### src/rtl/axis_burst_packer_if.sv
// Stream bundle around the burst packer: narrow samples in, packed words out.
// The slave modport is the packer itself; master is the surrounding logic.
interface axis_burst_packer_if #(
  parameter int IN_WIDTH = 16,
  parameter int RATIO    = 8
);
  localparam int FILL_W = $clog2(RATIO + 1);

  logic [IN_WIDTH-1:0]       s_tdata;
  logic                      s_tvalid;
  logic                      s_tready;
  logic                      s_tlast;
  logic [IN_WIDTH*RATIO-1:0] m_tdata;
  logic                      m_tvalid;
  logic                      m_tready;
  logic                      m_tlast;
  logic [FILL_W-1:0]         m_fill;

  modport slave (
    input  s_tdata, s_tvalid, s_tlast, m_tready,
    output s_tready, m_tdata, m_tvalid, m_tlast, m_fill
  );

  modport master (
    output s_tdata, s_tvalid, s_tlast, m_tready,
    input  s_tready, m_tdata, m_tvalid, m_tlast, m_fill
  );
endinterface

### src/rtl/axis_burst_packer.sv
// Packs RATIO narrow samples into one full-width word; partial words leave on
// s_tlast or after FLUSH_TIMEOUT idle clocks so nothing is stranded.
module axis_burst_packer #(
  parameter int                  IN_WIDTH      = 16,
  parameter int                  RATIO         = 8,
  parameter int                  FLUSH_TIMEOUT = 256,
  parameter logic [IN_WIDTH-1:0] PAD_VALUE     = '0
) (
  input  logic               aclk,
  input  logic               reset,
  axis_burst_packer_if.slave bus,
  output logic [15:0]        flush_cnt
);
  localparam int  CW       = $clog2(RATIO);
  localparam int  FW       = $clog2(RATIO + 1);
  localparam int  TW       = (FLUSH_TIMEOUT > 0) ? $clog2(FLUSH_TIMEOUT + 1) : 1;
  localparam bit  FLUSH_EN = (FLUSH_TIMEOUT > 0);
  localparam logic [TW-1:0] TMAX     = TW'(FLUSH_TIMEOUT);
  localparam logic [CW-1:0] LAST_IDX = CW'(RATIO - 1);

  typedef logic [RATIO-1:0][IN_WIDTH-1:0] lanes_t;
  localparam lanes_t PAD_WORD = {RATIO{PAD_VALUE}};

  lanes_t          acc_q, acc_d, acc_new;
  logic [CW-1:0]   cnt_q, cnt_d;
  logic [TW-1:0]   timer_q, timer_d;
  lanes_t          m_tdata_q, m_tdata_d;
  logic            m_tvalid_q, m_tvalid_d;
  logic            m_tlast_q, m_tlast_d;
  logic [FW-1:0]   m_fill_q, m_fill_d;
  logic [15:0]     flush_cnt_q, flush_cnt_d;
  logic            out_free, accept, close_word, flush;

  // Only path from m_tready to s_tready; keeps the output stage a single register.
  assign out_free     = !m_tvalid_q || bus.m_tready;
  assign bus.s_tready = out_free;

  // NOTE: every always_comb output gets a default first so no latch is inferred.
  always_comb begin
    accept     = bus.s_tvalid && out_free;
    close_word = accept && ((cnt_q == LAST_IDX) || bus.s_tlast);
    flush      = FLUSH_EN && (cnt_q != '0) && (timer_q == TMAX) && !accept && out_free;

    acc_new = acc_q;
    if (accept) acc_new[cnt_q] = bus.s_tdata;

    acc_d       = acc_q;
    cnt_d       = cnt_q;
    m_tdata_d   = m_tdata_q;
    m_tvalid_d  = m_tvalid_q;
    m_tlast_d   = m_tlast_q;
    m_fill_d    = m_fill_q;
    flush_cnt_d = flush_cnt_q;

    if (m_tvalid_q && bus.m_tready) m_tvalid_d = 1'b0;

    if (close_word) begin
      m_tdata_d  = acc_new;
      m_fill_d   = FW'(cnt_q) + FW'(1);
      m_tlast_d  = bus.s_tlast;
      m_tvalid_d = 1'b1;
      acc_d      = PAD_WORD;
      cnt_d      = '0;
    end else if (accept) begin
      acc_d = acc_new;
      cnt_d = cnt_q + CW'(1);
    end else if (flush) begin
      // Unfilled lanes already hold PAD_VALUE, so the accumulator goes out as-is.
      m_tdata_d  = acc_q;
      m_fill_d   = FW'(cnt_q);
      m_tlast_d  = 1'b0;
      m_tvalid_d = 1'b1;
      acc_d      = PAD_WORD;
      cnt_d      = '0;
      if (flush_cnt_q != 16'hFFFF) flush_cnt_d = flush_cnt_q + 16'd1;
    end

    timer_d = timer_q;
    if (accept || (cnt_q == '0) || flush) timer_d = '0;
    else if (timer_q < TMAX)              timer_d = timer_q + TW'(1);
  end

  // NOTE: sequential state uses non-blocking assignments so every register
  // samples the pre-edge value of its neighbours.
  always_ff @(posedge aclk) begin
    if (reset) begin
      // NOTE: the accumulator is reset too, because unfilled lanes must read
      // PAD_VALUE when a partial word is emitted.
      acc_q       <= PAD_WORD;
      cnt_q       <= '0;
      timer_q     <= '0;
      m_tdata_q   <= '0;
      m_tvalid_q  <= 1'b0;
      m_tlast_q   <= 1'b0;
      m_fill_q    <= '0;
      flush_cnt_q <= '0;
    end else begin
      acc_q       <= acc_d;
      cnt_q       <= cnt_d;
      timer_q     <= timer_d;
      m_tdata_q   <= m_tdata_d;
      m_tvalid_q  <= m_tvalid_d;
      m_tlast_q   <= m_tlast_d;
      m_fill_q    <= m_fill_d;
      flush_cnt_q <= flush_cnt_d;
    end
  end

  assign bus.m_tdata  = m_tdata_q;
  assign bus.m_tvalid = m_tvalid_q;
  assign bus.m_tlast  = m_tlast_q;
  assign bus.m_fill   = m_fill_q;
  assign flush_cnt    = flush_cnt_q;
endmodule

### src/flat_wrapper.sv
// flat-port wrapper written by rule: the top's interface ports become plain ports
module axis_burst_packer_flat 
#(
  parameter int                  IN_WIDTH      = 16,
  parameter int                  RATIO         = 8,
  parameter int                  FLUSH_TIMEOUT = 256,
  parameter logic [IN_WIDTH-1:0] PAD_VALUE     = '0
)
  (aclk, reset, flush_cnt, bus_s_tdata, bus_s_tvalid, bus_s_tlast, bus_m_tready, bus_s_tready, bus_m_tdata, bus_m_tvalid, bus_m_tlast, bus_m_fill);
  axis_burst_packer_if #(.IN_WIDTH(IN_WIDTH), .RATIO(RATIO)) bus_i ();
  input  logic aclk;
  input  logic reset;
  output logic [15:0] flush_cnt;
  input wire logic [$bits(bus_i.s_tdata)-1:0] bus_s_tdata;
  input wire logic [$bits(bus_i.s_tvalid)-1:0] bus_s_tvalid;
  input wire logic [$bits(bus_i.s_tlast)-1:0] bus_s_tlast;
  input wire logic [$bits(bus_i.m_tready)-1:0] bus_m_tready;
  output wire logic [$bits(bus_i.s_tready)-1:0] bus_s_tready;
  output wire logic [$bits(bus_i.m_tdata)-1:0] bus_m_tdata;
  output wire logic [$bits(bus_i.m_tvalid)-1:0] bus_m_tvalid;
  output wire logic [$bits(bus_i.m_tlast)-1:0] bus_m_tlast;
  output wire logic [$bits(bus_i.m_fill)-1:0] bus_m_fill;
  assign bus_i.s_tdata = bus_s_tdata;
  assign bus_i.s_tvalid = bus_s_tvalid;
  assign bus_i.s_tlast = bus_s_tlast;
  assign bus_i.m_tready = bus_m_tready;
  assign bus_s_tready = bus_i.s_tready;
  assign bus_m_tdata = bus_i.m_tdata;
  assign bus_m_tvalid = bus_i.m_tvalid;
  assign bus_m_tlast = bus_i.m_tlast;
  assign bus_m_fill = bus_i.m_fill;
  axis_burst_packer #(.IN_WIDTH(IN_WIDTH), .RATIO(RATIO), .FLUSH_TIMEOUT(FLUSH_TIMEOUT), .PAD_VALUE(PAD_VALUE)) u_core (.aclk(aclk), .reset(reset), .bus(bus_i), .flush_cnt(flush_cnt));
endmodule
### config.mk
export PLATFORM = sky130hd
export DESIGN_NAME = axis_burst_packer_flat
export DESIGN_NICKNAME = d
export VERILOG_FILES = /design/src/rtl/axis_burst_packer_if.sv /design/src/rtl/axis_burst_packer.sv /design/src/flat_wrapper.sv
export SDC_FILE = /design/constraint.sdc
export NUM_CORES = 1
export LEC_CHECK = 0
export ABC_CLOCK_PERIOD_IN_PS = 2800
export CAP_MARGIN = 25
export CORE_MARGIN = 8
export CORE_UTILIZATION = 53
export DETAILED_ROUTE_END_ITERATION = 7
export MAX_ROUTING_LAYER = met4
export PLACE_DENSITY = 0.8
export SETUP_SLACK_MARGIN = 0.3
export SLEW_MARGIN = 20
export SYNTH_ARGS = -nofsm -noshare
export SYNTH_HDL_FRONTEND = slang
export SYNTH_SLANG_ARGS = --single-unit
### constraint.sdc
create_clock -name aclk -period 2.8 [get_ports aclk]
set_clock_uncertainty 0.2 [all_clocks]
set_input_delay 0.28 -clock aclk [delete_from_list [all_inputs] [get_ports aclk]]
set_output_delay 0.28 -clock aclk [all_outputs]
set_load 0.01 [all_outputs]
* After elaboration in Yosys (flattened, before gate mapping)
Cells that the tools add are included.
** Storage, ports and cells
- Flip-flop bits (word level) :: 290
- Output and inout port bits :: 151
- Input bits :: 21
** Operators by class
- Magnitude comparators :: 3
- Add/sub/neg operators :: 4
- Equality and inequality tests :: 4
- Bitwise operators :: 2
- Muxes and demuxes :: 21
- Reductions and logical operators :: 21
** Operators by type and width (number)
- $mux W128 :: 6
- $bwmux W128 :: 1
- $demux W16 S3 :: 1
- $add A16 B1 Y16 const B :: 1
- $mux W16 :: 1
- $ne A16 B16 Y1 const B :: 1
- $mux W4 :: 3
- $add A9 B1 Y9 const B :: 1
- $eq A9 B9 Y1 const B :: 1
- $lt A9 B9 Y1 const B :: 1
- $logic_and A1 B1 Y1 :: 7
- $mux W1 :: 7
- $mux W3 :: 2
- $add A3 B1 Y4 const B :: 1
- $logic_or A1 B1 Y1 :: 4
- $lt A3 B4 Y1 const B :: 1
- $reduce_and A4 Y1 :: 1
- $reduce_bool A2 Y1 :: 2
- $reduce_or A2 Y1 :: 2
- $add A3 B1 Y3 const B :: 1
- $eq A3 B3 Y1 const B :: 1
- $ge A3 B1 Y1 const B :: 1
- $logic_not A3 Y1 :: 1
- $reduce_bool A3 Y1 :: 1
- 4 further kinds :: 6

* Depth between registers and ports, before layout
- Depth after elaboration :: 9
- Depth in mapped cells :: 11
- Mapped depth without buffers :: 7

* Least setup slack after synthesis
Ideal clock, no wire load.
- Path type :: reg-to-reg
- Start :: register u_core.cnt_q[0]
- End :: register u_core.flush_cnt_q[8] (netlist: u_core.flush_cnt[8])
- Path slack :: 279 ps
- Buffers on the path :: 1
- Data arrival time :: 2250 ps
- Period minus slack after synthesis :: 2521 ps
- Required time :: 2530 ps
- Stages on the path, launching flop included :: 9
- Library setup time :: 70 ps
- Cells stage by stage :: dfxtp_1 -> buf_2 -> inv_2 -> ha_1 -> nor2b_1 -> or4_4 -> or3_4 -> or3_1 -> a21oi_1
** On the way
- Word-level cells in the longest chain between the ends :: 5
** Ends and longest elaborated chain
- start, declared :: RTL line axis_burst_packer.sv:25 : logic [CW-1:0] cnt_q, cnt_d;
- start signal, assigned :: RTL line axis_burst_packer.sv:99 : cnt_q <= cnt_d;
- $eq A3 B3 Y1 or $reduce_bool A3 Y1 (tied branches) :: RTL line axis_burst_packer.sv:41, axis_burst_packer.sv:42
- $logic_or A1 B1 Y1 or $logic_and A1 B1 Y1 (tied branches) :: RTL line axis_burst_packer.sv:41, axis_burst_packer.sv:42
- $logic_and A1 B1 Y1, on equally long branches :: RTL line axis_burst_packer.sv:41, axis_burst_packer.sv:42
- $not A1 Y1 (no line) or $logic_and A1 B1 Y1 (tied branches)
- $reduce_and A4 Y1 (no line) *
- end signal, assigned :: RTL line axis_burst_packer.sv:105 : flush_cnt_q <= flush_cnt_d;
- end, declared :: RTL line axis_burst_packer.sv:31 : logic [15:0] flush_cnt_q, flush_cnt_d;
Every way passes the cells marked *; elsewhere a longest branch is shown, timed or not.
A chain may end at the register's enable or synchronous reset.

* Worst setup path in the final report
- Start :: register u_core.m_tvalid_q (netlist: u_core.bus.m_tvalid)
- End :: output bus_s_tready
** On the way
- Word-level cells in the longest chain between the ends :: 2
** Ends and longest elaborated chain
- start, declared :: RTL line axis_burst_packer.sv:28 : logic m_tvalid_q, m_tvalid_d;
- start signal, assigned :: RTL line axis_burst_packer.sv:102 : m_tvalid_q <= m_tvalid_d;
- $logic_not A1 Y1 :: RTL line axis_burst_packer.sv:35 : assign out_free = !m_tvalid_q || bus.m_tready;
- $logic_or A1 B1 Y1 :: RTL line axis_burst_packer.sv:35
- end, declared :: RTL line flat_wrapper.sv:18 : output wire logic [$bits(bus_i.s_tready)-1:0] bus_s_tready;
Every way passes these cells.

==> flow_summary_export.csv <==
group,metric,value,unit
status,status,"finished, final reports clean",
worst_hold_path,hold_class,"reg -> reg",
logic_synthesis,synth_seq_cells,290,
power,vdd_drop_max,519,uV
finish,multiInputGateArea,0.00455,mm^2
finish,fin_nets,1279,
worst_setup_path,r2r_cells,8,
worst_setup_path,critical_path_required,2.32,ns
timing,min_period_over_period,88.1,%
power,leakagePower,5.11,nW
worst_hold_path,min_from,"u_core.bus.m_tdata[125]",
logic_synthesis,netlist_top_cells_area,"dfxtp_1 54%, a22o_1 10%, a32oi_1 6.6%",
timing,max_slew_margin,40.0,%
clocking,cts_buffer_depth,3,
timing,grt_setup_unrepaired,"yes",
finish,n_antenna_cell,0,
timing,period_needed,2.47,ns
routing,ant_nets,0,
worst_setup_path,crit_start,"u_core.bus.m_tvalid",
worst_setup_path,worstReg2RegStart,"u_core.cnt_q[1]",
routing,routedWlPerCell,20.8,um
worst_setup_path,worst-path-max-fanout,7,
power,powerDensity,588,mW/mm^2
power,netSwitchingFraction,22.7,%
floorplanning,pin_count,172,
global_routing,grt_pass1_wl,50.0,mm
place,dp_hpwl,20.3,mm
floorplanning,core-area,0.0202,mm^2
logic_synthesis,avgSynthCellArea,9.89,um^2
finish,fill_cells,1524,
routing,vias,9660,
logic_synthesis,yosys.cell_count.top_type,"dfxtp_1",
timing,tightest_slew,0.897,ns
logic_synthesis,syn_area,0.0108,mm^2
clocking,clkTransAtPathRegs,0.06,ns
global_routing,grt-ovfl-total,0,
timing,fin_setup_tns,0,ns
worst_setup_path,reg2reg_setup_slack,0.37,ns
routing,viasPerCell,6.26,
place,place_inst,1486,
worst_hold_path,hold_end,"u_core.bus.m_tdata[125]",
timing,finalMaxSlewViolations,0,
global_routing,grt_start_max_net_pins,102,
floorplanning,die_y,159,um
clocking,worstSkewPairLatency,0.53,ns
logic_synthesis,synth_edf_count,0,
logic_synthesis,yosys.area_share.simple,10.1,%
power,p_int,6.43,mW
floorplanning,rows,52,
place,routabilityCongestion,0.884,
clocking,numCtsBuffers,28,
logic_synthesis,ys_warn_count,0,
clocking,cts_tree,"built",
logic_synthesis,synth_commonest_cells,"290 x dfxtp_1, 128 x a22o_1, 106 x nand2_1",
floorplanning,dieArea,0.0253,mm^2
clocking,clkSinkCount,290,
floorplanning,initial_core_util,53.7,%
logic_synthesis,async_flop_share,0,%
logic_synthesis,synthFlopType,"dfxtp_1",
logic_synthesis,synth_fa_ha_area_share,0.693,%
place,io_buffers,171,
logic_synthesis,seq_area_frac_synth,53.6,%
clocking,htreeDepth,1,
worst_setup_path,critPathArrivalTime,1.99,ns
power,clkPwrFrac,43.7,%
worst_setup_path,worst_setup_path_end_kind,"primary output",
logic_synthesis,synth_top_cell_area_share,53.6,%
clocking,root_buffer,"clkbuf_16",
worst_setup_path,r2r_end,"u_core.bus.m_tdata[52]",
logic_synthesis,synth_mux_area_share,0.485,%
logic_synthesis,synthXorXnorAreaFrac,1.21,%
flow_run,cap_viol_max_count,0,
logic_synthesis,synth_compound_area_share,27.8,%
logic_synthesis,synth_nets,1122,
worst_setup_path,crit_type,"reg -> out",
floorplanning,die_w,159,um
routing,drtPass1Iterations,6,
power,power_switching,1.89,mW
finish,stdcell_count,1542,
global_routing,grt_usage,24.2,%
power,power_frac_seq,50.1,%
logic_synthesis,syn_inst,1095,
worst_setup_path,startpoint_type,"flip-flop",
power,comb_power_share,6.3,%
timing,max_freq,0.405,GHz
timing,setup_violations,0,
routing,drc_errors,0,
finish,regArea,0.00581,mm^2
global_routing,first_global_vias,9137,
logic_synthesis,synth_top_family_by_area,"compound AO/OA/AOI/OAI gates",
global_routing,antenna_found_initial,0,
logic_synthesis,yosysTopAreaCell,"dfxtp_1",
routing,drt_first_iter_violations,1097,
worst_hold_path,hold_depth,2,
timing,finalHoldViolCount,0,
finish,drive_gt1_share,12.8,%
finish,area_delta_synth_final,30.7,%
routing,drt_wl_total,32.1,mm
logic_synthesis,ys_types,53,
repair_timing:
item                       4_1_cts  5_1_grt
gates cloned                     0        1
setup endpoints to repair      165      193
buffers inserted                 2        1
hold endpoints to repair        10        0
hold buffers                     1        0
gates resized for setup         18       21
pin swaps                        2        1
worst max path at each step:
stage | cells after the start | endpoint
floorplan | 8 | u_core.flush_cnt[8]
global placement | 7 | u_core.acc_q[87]
detailed placement | 7 | u_core.acc_q[7]
CTS | 7 | u_core.acc_q[119]
global route | 7 | u_core.flush_cnt[8]
finish | 5 | bus_s_tready
cell families after synthesis:
logic type / Yosys count
AOI/OAI and AO/OA: 390
DFF: 290
and+or+nand+nor: 224
buffers and inverters: 165
xor gates and xnor gates: 15
adders and majority gates: 6
muxes: 5
through the flow:
stage                     hold slack, ns  area (um^2)  setup slack, ns  utilization [%]  total power, mW
final                              0.249        14200            0.332             70.2             8.32
after global routing               0.265        14200            0.233             70.2             8.57
after CTS                          0.252        14000            0.194             69.5             8.33
after detailed placement           0.245        13000           -0.134             64.4             4.73
after global placement             0.239        13000          -0.0825             64.2             4.71
after floorplan                    0.232        10800            0.325                -             4.52
area by class of cell:
cell class,count,share of cell area (%)
Sequential cell,290,41.0
Multi-Input combinational cell,640,32.2
Timing Repair Buffer,241,16.7
Inverter,51,1.35
Clock buffer,41,5.80
Tap cell,270,2.39
Clock inverter,9,0.513
power groups by stage:
stage | clock, mW | combinational (mW) | sequential (mW)
floorplan | 0 | 0.262 | 4.26
global placement | 0 | 0.456 | 4.26
detailed placement | 0 | 0.467 | 4.26
CTS | 3.68 | 0.489 | 4.17
global route | 3.85 | 0.547 | 4.17
finish | 3.63 | 0.521 | 4.17
worst max-delay path, cell delays in order, from the launching register on:
cell and delay, ns:
dfxtp_1 0.35, nor2b_4 0.26, buf_4 0.15, inv_2 0.08, buf_4 0.15, clkdlybuf4s50_1 0.47
placed cells by master, fill, tap and decap left out, types with 7 or more instances in the layout:
cell             netlist  routed
clkbuf_16              0      30
a22o_1               128     128
a32oi_1               82      82
buf_12                 0       9
clkbuf_1              87       7
a22oi_1               18      18
buf_4                  0      59
clkinv_2               0       7
a21oi_1              101      99
dfxtp_1              290     288
nor2_4                 0       9
nor2_1                45      34
inv_1                 49      49
a222oi_1              30      30
o21ai_0               14      14
xnor2_1                9       9
clkdlybuf4s50_1        0     170
nand3_1               10       9
nand2_1              106     106
nand4_1               11      11
routing by layer:
layer / part of all wire (%) / track usage (%) / vias to the layer above
li1: - / - / 4399
met1: 42 / 31.2 / 4714
met2: 48 / 38.5 / 505
met3: 8.5 / 3.88 / 42
met4: 1.8 / 7.38 / 0
met5: 0 / - / -
flip-flops by register name (all words and copies together), names as in the netlist:
| signal | flops |
|---|---|
| u_core.cnt_q | 3 |
| u_core.bus.m_fill | 4 |
| u_core.bus.m_tlast | 1 |
| u_core.timer_q | 9 |
| u_core.bus.m_tdata | 128 |
| u_core.bus.m_tvalid | 1 |
| u_core.acc_q | 128 |
| u_core.flush_cnt | 16 |
Power figures use the tool's default switching activity.
